<file path="config.mk">
export PLATFORM = sky130hd
export DESIGN_NAME = uart_rx_cfg
export DESIGN_NICKNAME = d
export VERILOG_FILES = /design/src/rtl/uart_rx_cfg.sv
export SDC_FILE = /design/constraint.sdc
export NUM_CORES = 1
export LEC_CHECK = 0
export CAP_MARGIN = 25
export CORE_ASPECT_RATIO = 0.7
export CORE_MARGIN = 2
export CORE_UTILIZATION = 60
export DETAILED_ROUTE_END_ITERATION = 8
export HOLD_SLACK_MARGIN = 0.03
export PLACE_DENSITY = 0.79
export SLEW_MARGIN = 30
export SYNTH_ARGS = -nofsm -noshare
export SYNTH_HDL_FRONTEND = slang
export SYNTH_SLANG_ARGS = --single-unit
</file>
<file path="constraint.sdc">
create_clock -name clk -period 4.8 [get_ports clk]
set_clock_uncertainty 0.1 [all_clocks]
set_input_delay 0.96 -clock clk [delete_from_list [all_inputs] [get_ports clk]]
set_output_delay 0.96 -clock clk [all_outputs]
set_load 0.02 [all_outputs]
</file>
<file path="src/rtl/uart_rx_cfg.sv">
// Configurable UART receiver: 2-FF input synchroniser, false-start rejection,
// parity/framing/break/overrun detection and a valid/ready output holding register.
module uart_rx_cfg #(
    parameter int clk_per_bit = 5280,
    parameter int data_bits   = 8,
    parameter int parity_mode = 0,
    parameter int stop_bits   = 1
) (
    input  logic                 clk,
    input  logic                 rst,
    input  logic                 rx_serial,
    output logic [data_bits-1:0] rx_rec,
    output logic                 rx_valid,
    input  logic                 rx_ready,
    output logic                 parity_err,
    output logic                 frame_err,
    output logic                 break_det,
    output logic                 rx_overrun
);

    localparam int CNT_W = $clog2(clk_per_bit);
    localparam int IDX_W = $clog2(data_bits);

    localparam logic [CNT_W-1:0] HALF      = CNT_W'((clk_per_bit - 1) / 2);
    localparam logic [CNT_W-1:0] LAST      = CNT_W'(clk_per_bit - 1);
    localparam logic [IDX_W-1:0] DATA_LAST = IDX_W'(data_bits - 1);
    localparam logic [IDX_W-1:0] STOP_LAST = IDX_W'(stop_bits - 1);

    typedef enum logic [2:0] {
        IDLE,
        START,
        DATA,
        PARITY,
        STOP
    } state_t;

    state_t               state;
    logic                 rx_meta;
    logic                 rx_s;
    logic [CNT_W-1:0]     cnt;
    logic [IDX_W-1:0]     idx;
    logic [data_bits-1:0] shift;
    logic                 par_err_p;
    logic                 frame_err_p;
    logic                 tail_low;

    logic                 par_exp;
    logic                 accept;

    assign par_exp = (^shift) ^ (parity_mode == 2);
    assign accept  = !rx_valid || rx_ready;

    // tail_low tracks whether the parity bit and every stop bit so far were low,
    // which together with an all-zero word marks a break condition.
    always_ff @(posedge clk) begin
        if (rst) begin
            rx_meta     <= 1'b1;
            rx_s        <= 1'b1;
            state       <= IDLE;
            cnt         <= '0;
            idx         <= '0;
            shift       <= '0;
            par_err_p   <= 1'b0;
            frame_err_p <= 1'b0;
            tail_low    <= 1'b1;
            rx_rec      <= '0;
            rx_valid    <= 1'b0;
            parity_err  <= 1'b0;
            frame_err   <= 1'b0;
            break_det   <= 1'b0;
            rx_overrun  <= 1'b0;
        end else begin
            rx_meta    <= rx_serial;
            rx_s       <= rx_meta;
            rx_overrun <= 1'b0;

            if (rx_valid && rx_ready) begin
                rx_valid <= 1'b0;
            end

            case (state)
                IDLE: begin
                    cnt <= '0;
                    idx <= '0;
                    if (!rx_s) begin
                        state <= START;
                    end
                end

                START: begin
                    if (cnt == HALF) begin
                        cnt <= '0;
                        if (rx_s) begin
                            state <= IDLE;
                        end else begin
                            state       <= DATA;
                            par_err_p   <= 1'b0;
                            frame_err_p <= 1'b0;
                            tail_low    <= 1'b1;
                        end
                    end else begin
                        cnt <= cnt + 1'b1;
                    end
                end

                DATA: begin
                    if (cnt == LAST) begin
                        cnt        <= '0;
                        shift[idx] <= rx_s;
                        if (idx == DATA_LAST) begin
                            idx   <= '0;
                            state <= (parity_mode != 0) ? PARITY : STOP;
                        end else begin
                            idx <= idx + 1'b1;
                        end
                    end else begin
                        cnt <= cnt + 1'b1;
                    end
                end

                PARITY: begin
                    if (cnt == LAST) begin
                        cnt       <= '0;
                        par_err_p <= (rx_s != par_exp);
                        tail_low  <= tail_low & ~rx_s;
                        state     <= STOP;
                    end else begin
                        cnt <= cnt + 1'b1;
                    end
                end

                // The last stop sample commits straight from here; the line is
                // still high for half a bit, so IDLE does not re-trigger on it.
                STOP: begin
                    if (cnt == LAST) begin
                        cnt <= '0;
                        if (idx == STOP_LAST) begin
                            idx   <= '0;
                            state <= IDLE;
                            if (accept) begin
                                rx_rec     <= shift;
                                rx_valid   <= 1'b1;
                                parity_err <= par_err_p;
                                frame_err  <= frame_err_p | ~rx_s;
                                break_det  <= (shift == '0) & tail_low & ~rx_s;
                            end else begin
                                rx_overrun <= 1'b1;
                            end
                        end else begin
                            idx         <= idx + 1'b1;
                            frame_err_p <= frame_err_p | ~rx_s;
                            tail_low    <= tail_low & ~rx_s;
                        end
                    end else begin
                        cnt <= cnt + 1'b1;
                    end
                end

                default: begin
                    state <= IDLE;
                    cnt   <= '0;
                    idx   <= '0;
                end
            endcase
        end
    end

endmodule

</file>
==> results.toml, run 1 <==
[yosys]
ys_seq_elements = 45
synth_edf_count = 0
syn_area_sq_um = 2206
synthFlopType = "dfxtp_1"
synthDominantCellAreaShare_pct = 40.84
netlist_instances = 245
synth_area_leader_cell = "dfxtp_1"
synth_cell_types = 48
avgSynthCellArea_sq_um = 9.004
seq_area_frac_synth_pct = 40.84
async_reset_ff_share_pct = 0
synth_nets = 257
synth_warnings = 0
synthTopCellsByArea = "dfxtp_1 41%, mux2i_1 8.6%, nor2_1 7.3%, ha_1 4.5%, xnor2_1 4.0%"

[sta]
fmax_mhz = 406.9
period_needed_ps = 2458
rsz0062_at_grt = "no"
slew_headroom_pct = 51.14
fin_crit_sh_pct = 51.21
worst_pin_slew_ps = 727.9
finalHoldViolCount = 0
tns_ps = 0
setup_viol = 0
slew_viol_final = 0

[grt]
antenna_found_initial = 0
grt_pass1_wl_microns = 6555
grt_usage_pct = 20.07
grt_pass1_vias = 1413
gr-total-overflow = 0
grt_max_degree = 32

[detailed_routing]
drtIter0Drc = 158
routed_via_density = 5.614
ant_nets = 0
drt_pass1_iterations = 4
drc = 0
dr_total_vias = 1729
routedWlPerCell_microns = 13.45
drt_wl_total_microns = 4143

[clocking]
cts_resized = 0
cts_tree = "yes"
clk_pin_slew_ps = 80
postCtsSetupBuffers = 0
cts_buffers = 5
clockRootBuffer = "clkbuf_8"
hold_buffers = 0
clockBufferDepth = 2
clkLatencyLatePin_ps = 300
htree_levels = 2
clock-sinks = 45

[floorplanning]
die_y_microns = 54.73
core_region_area_sq_um = 3513
ios = 17
placementRows = 18
fp.dieArea_sq_um = 4185
start_util_pct = 62.78
die_w_microns = 76.47

[cells_and_area]
design_area_sq_um = 2487
drive_gt1_share_pct = 5.814
layout_common_cells = "45 x dfxtp_1, 43 x nor2_1, 19 x mux2i_1"
antenna_cells = 0
final_common_cell = "dfxtp_1"
final_nets = 269
synthToLayoutAreaGrowth_pct = 12.76

[hold_path]
hold_path.class = "reg -> reg"

[flow_run]
maxCapViolations = 0

[placed_design]
gp_congestion = 0.8402
place_area_sq_um = 2371
dp_hpwl_microns = 2938
portBuffers = 16

[power_and_ir_drop]
ir_drop_mv = 0.2333
p_leak_nw = 0.8330
powerDensity_nw_per_um2 = 278.7

[critical_path]
crit_path_start_kind = "input port"
crit_type = "in -> reg"
crit_fanout = 12
cp-end-kind = "flop"
worst_ep_required_time_ps = 4890
worstPathArrival_ps = 2540

[outcome]
status = "complete, no violations"
-- routing by layer --
metal  track usage [%]  share of wire, %  vias to the layer above
met5                 0                 0                        -
met4             6.364              0.84                        0
met3             4.620               5.0                        4
met2             28.02                39                       47
met1             30.27                55                      798
li1                  -                 -                      880
-- metrics by stage --
step | setup slack, ps | power [mW] | utilization, % | hold WS (ps) | cells
after CTS | 2336 | 0.6949 | 70.80 | 329.0 | 308
after global routing | 2200 | 0.7105 | 70.80 | 340.9 | 308
after global placement | 2071 | 0.4050 | 67.49 | 294.4 | 300
final | 2342 | 0.6932 | 70.80 | 322.0 | 308
after detailed placement | 2029 | 0.4052 | 67.49 | 309.4 | 300
after floorplan | 2802 | 0.3990 | - | 289.5 | 245
-- logic make-up after synthesis --
kind of cell,after synthesis,synth area share (%)
XOR/XNOR,16,6.353
buffers and inverters,27,5.502
flip-flops,45,40.84
AO/OA/AOI/OAI,27,8.680
adder cells (fa/ha/maj),8,4.538
AND/OR/NAND/NOR,103,25.47
multiplexers,19,8.622
-- state kept, by name (all words and copies together), names as in the netlist, 3 cells and up --
name	cells
idx	3
state	3
cnt	13
shift	8
rx_rec	8
-- cell usage after synthesis, types with 4 or more instances --
| cell type | number |
|---|---|
| dfxtp_1 | 45 |
| nor2_1 | 43 |
| mux2i_1 | 19 |
| inv_1 | 15 |
| nand2_1 | 10 |
| xnor2_1 | 10 |
| ha_1 | 8 |
| clkbuf_1 | 6 |
| nand4_1 | 6 |
| xor2_1 | 6 |
| nor3_1 | 5 |
| nor4_1 | 5 |
| o21ai_0 | 5 |
| a21oi_1 | 4 |
| buf_2 | 4 |
| nand2b_1 | 4 |
| nor2b_1 | 4 |
| nor3b_1 | 4 |
| o211ai_1 | 4 |
-- final cells by class --
cell class	instances	area [sq um]
inverter	15	56.30
clock inverter	1	30.03
multi-input combinational	173	1184
fill	302	1026
sequential	45	900.9
timing repair buffer	17	167.7
tap	50	62.56
clock buffer	7	86.33
-- final timing paths --
kind             from        end  slack [ps]  cells after the start
max          rx_ready  rx_rec[5]        2340                      5
min           rx_meta       rx_s         320                      1
max reg2reg    cnt[0]  rx_rec[5]        2380                      6
min reg2reg   rx_meta       rx_s         320                      1
-- critical path: stages --
cell	delay (ps)
clkdlybuf4s50_1	440
nand2b_1	130
and4b_1	680
mux2i_1	280
nor2_1	50
-- power breakdown --
part           internal, mW  switching (mW)
combinational       0.00759          0.0115
clock                 0.170           0.127
sequential            0.374         0.00311
Power figures use the tool's default switching activity.
==> run 2, diff against run 1 <==
Settings changed: CORE_UTILIZATION 60 to 52, PLACE_DENSITY 0.79 to 0.72.
Clock period 4.8 ns to 2 ns, I/O delays scaled along.
==> run 2 against run 1 <==
  * Final area grew 9.9%
  * Worst setup slack lost 2200 ps
  * Final cell count grew 7.5%
  * Sequential share of layout area shrank 3.2 points
  * Sequential cell count is the same
  * Clock power grew 140%
  * Die area grew 14%
  * Highest routed layer unchanged
  * Power grew 140%
==> results.toml, run 2 (same netlist as run 1, synthesis figures left out) <==
[outcome]
status = "complete, no violations"

[placed_design]
portBuffers = 16
dp_hpwl_microns = 3141
gp_congestion = 0.8542

[power_and_ir_drop]
powerDensity_nw_per_um2 = 615.0
p_leak_nw = 0.9781
ir_drop_mv = 0.4908
swShare_pct = 20.91
p_int_mw = 1.330
switchingPower_uw = 351.6
pwr-share-seq_pct = 53.7
combPwrFrac_pct = 3.5
p_clk_share_pct = 42.7
finalPower_mw = 1.681

[sta]
finalHoldViolCount = 0
rsz0062_at_grt = "yes"
fin_crit_sh_pct = 95.22
tns_ps = 0
slew_headroom_pct = 68.56
setup_viol = 0
period_needed_ps = 1904
holdWs_ps = 312.9
fmax_mhz = 525.1
slew_viol_final = 0
worst_pin_slew_ps = 470.7

[floorplanning]
die_w_microns = 81.85
fp.dieArea_sq_um = 4787
start_util_pct = 55.23
die_y_microns = 58.49
ios = 17
core_region_area_sq_um = 3994
placementRows = 19

[hold_path]
hold_path.class = "reg -> reg"

[clocking]
clockRootBuffer = "clkbuf_8"
htree_levels = 2
hold_buffers = 0
cts_buffers = 5
clk_pin_slew_ps = 90
cts_tree = "yes"
clockBufferDepth = 2
clock-sinks = 45
clkLatencyLatePin_ps = 300

[critical_path]
worstPathArrival_ps = 1990
crit_chain = "nor4b_4, buf_4, a311oi_2, a211o_1, o211ai_1, o41ai_2"
slowest_stage = "dfxtp_1"
r2r_slack_ps = 100
cp_top_family = "compound AO/OA/AOI/OAI gates"
crit_fanout = 6
path_buf_inv = 1
worst_ep_required_time_ps = 2090
cp-end-kind = "flop"
crit_path_start_kind = "flop"
slowest_delay_ps = 370
crit_type = "reg -> reg"

[detailed_routing]
dr_total_vias = 1798
routed_via_density = 5.432
drtIter0Drc = 185
drt_wl_total_microns = 4448
routedWlPerCell_microns = 13.44
drc = 0
drt_pass1_iterations = 4
ant_nets = 0

[cells_and_area]
top_register = "cnt"
final_nets = 290
synthToLayoutAreaGrowth_pct = 23.94
antenna_cells = 0
top_regs = "cnt x13, rx_rec x8, shift x8"
layout_common_cells = "43 x nor2_1, 43 x dfxtp_1, 19 x mux2i_1, 19 x buf_4, 16 x clkdlybuf4s50_1"
fin_util_pct = 68.45
drive_gt1_share_pct = 16.49
largest_reg_flops = 13

[grt]
grt_pass1_wl_microns = 7272
antenna_found_initial = 0
grt_pass1_vias = 1513
grt_usage_pct = 20.10
grt_max_degree = 32
gr-total-overflow = 0

[flow_run]
maxCapViolations = 0
run 2: changes by cell type in the layout (fill, tap and decap cells not counted), sizes merged:
cell      change
clkinvlp      +1
buf          +21
clkbuf        -1
run 2: worst paths after layout:
| check | from | endpoint | depth (start not counted) |
|---|---|---|---|
| min | rx_meta | rx_s | 1 |
| max | cnt[6] | state[2] | 6 |
| min reg2reg | rx_meta | rx_s | 1 |
| max reg2reg | cnt[6] | state[2] | 6 |
run 2: power by group through the flow:
stage	Combinational [mW]	Clock [mW]	Sequential, mW
6_report	0.0597	0.718	0.904
5_1_grt	0.0644	0.771	0.904
4_1_cts	0.0573	0.737	0.903
3_5_place_dp	0.0570	0	0.924
3_3_place_gp	0.0570	0	0.924
2_1_floorplan	0.0364	0	0.921
run 2: cell type report:
type	count	area, sq um
Inverter	15	56.30
Clock buffer	6	82.58
Clock inverter	2	37.54
Timing Repair Buffer	38	362.8
Sequential cell	45	903.4
Multi-Input combinational cell	173	1226
Fill cell	307	1260
Tap cell	52	65.06
run 2: worst reg2reg max path: stages, from the launching register on:
cell	delay, ps
dfxtp_1	370
nor4b_4	310
buf_4	180
a311oi_2	150
a211o_1	380
o211ai_1	200
o41ai_2	100
run 2: per-stage QoR:
step	setup slack, ps	instances	instance area [sq um]
after floorplan	122.4	245	2206
after detailed placement	50.51	322	2561
after CTS	25.97	330	2681
after global placement	85.18	322	2561
after global routing	-18.84	331	2734
final	95.57	331	2734
run 2: repair_timing:
action / CTS / global route
setup buffers: 0 / 1
resized for setup: 0 / 11
setup endpoints to repair: 0 / 33
run 2: routing by layer:
metal	GRT usage (%)	share of wire, %	up-vias
met5	0	0	-
met4	7.381	1.5	0
met3	5.061	5.3	9
met2	23.69	35	51
met1	33.46	58	820
li1	-	-	918
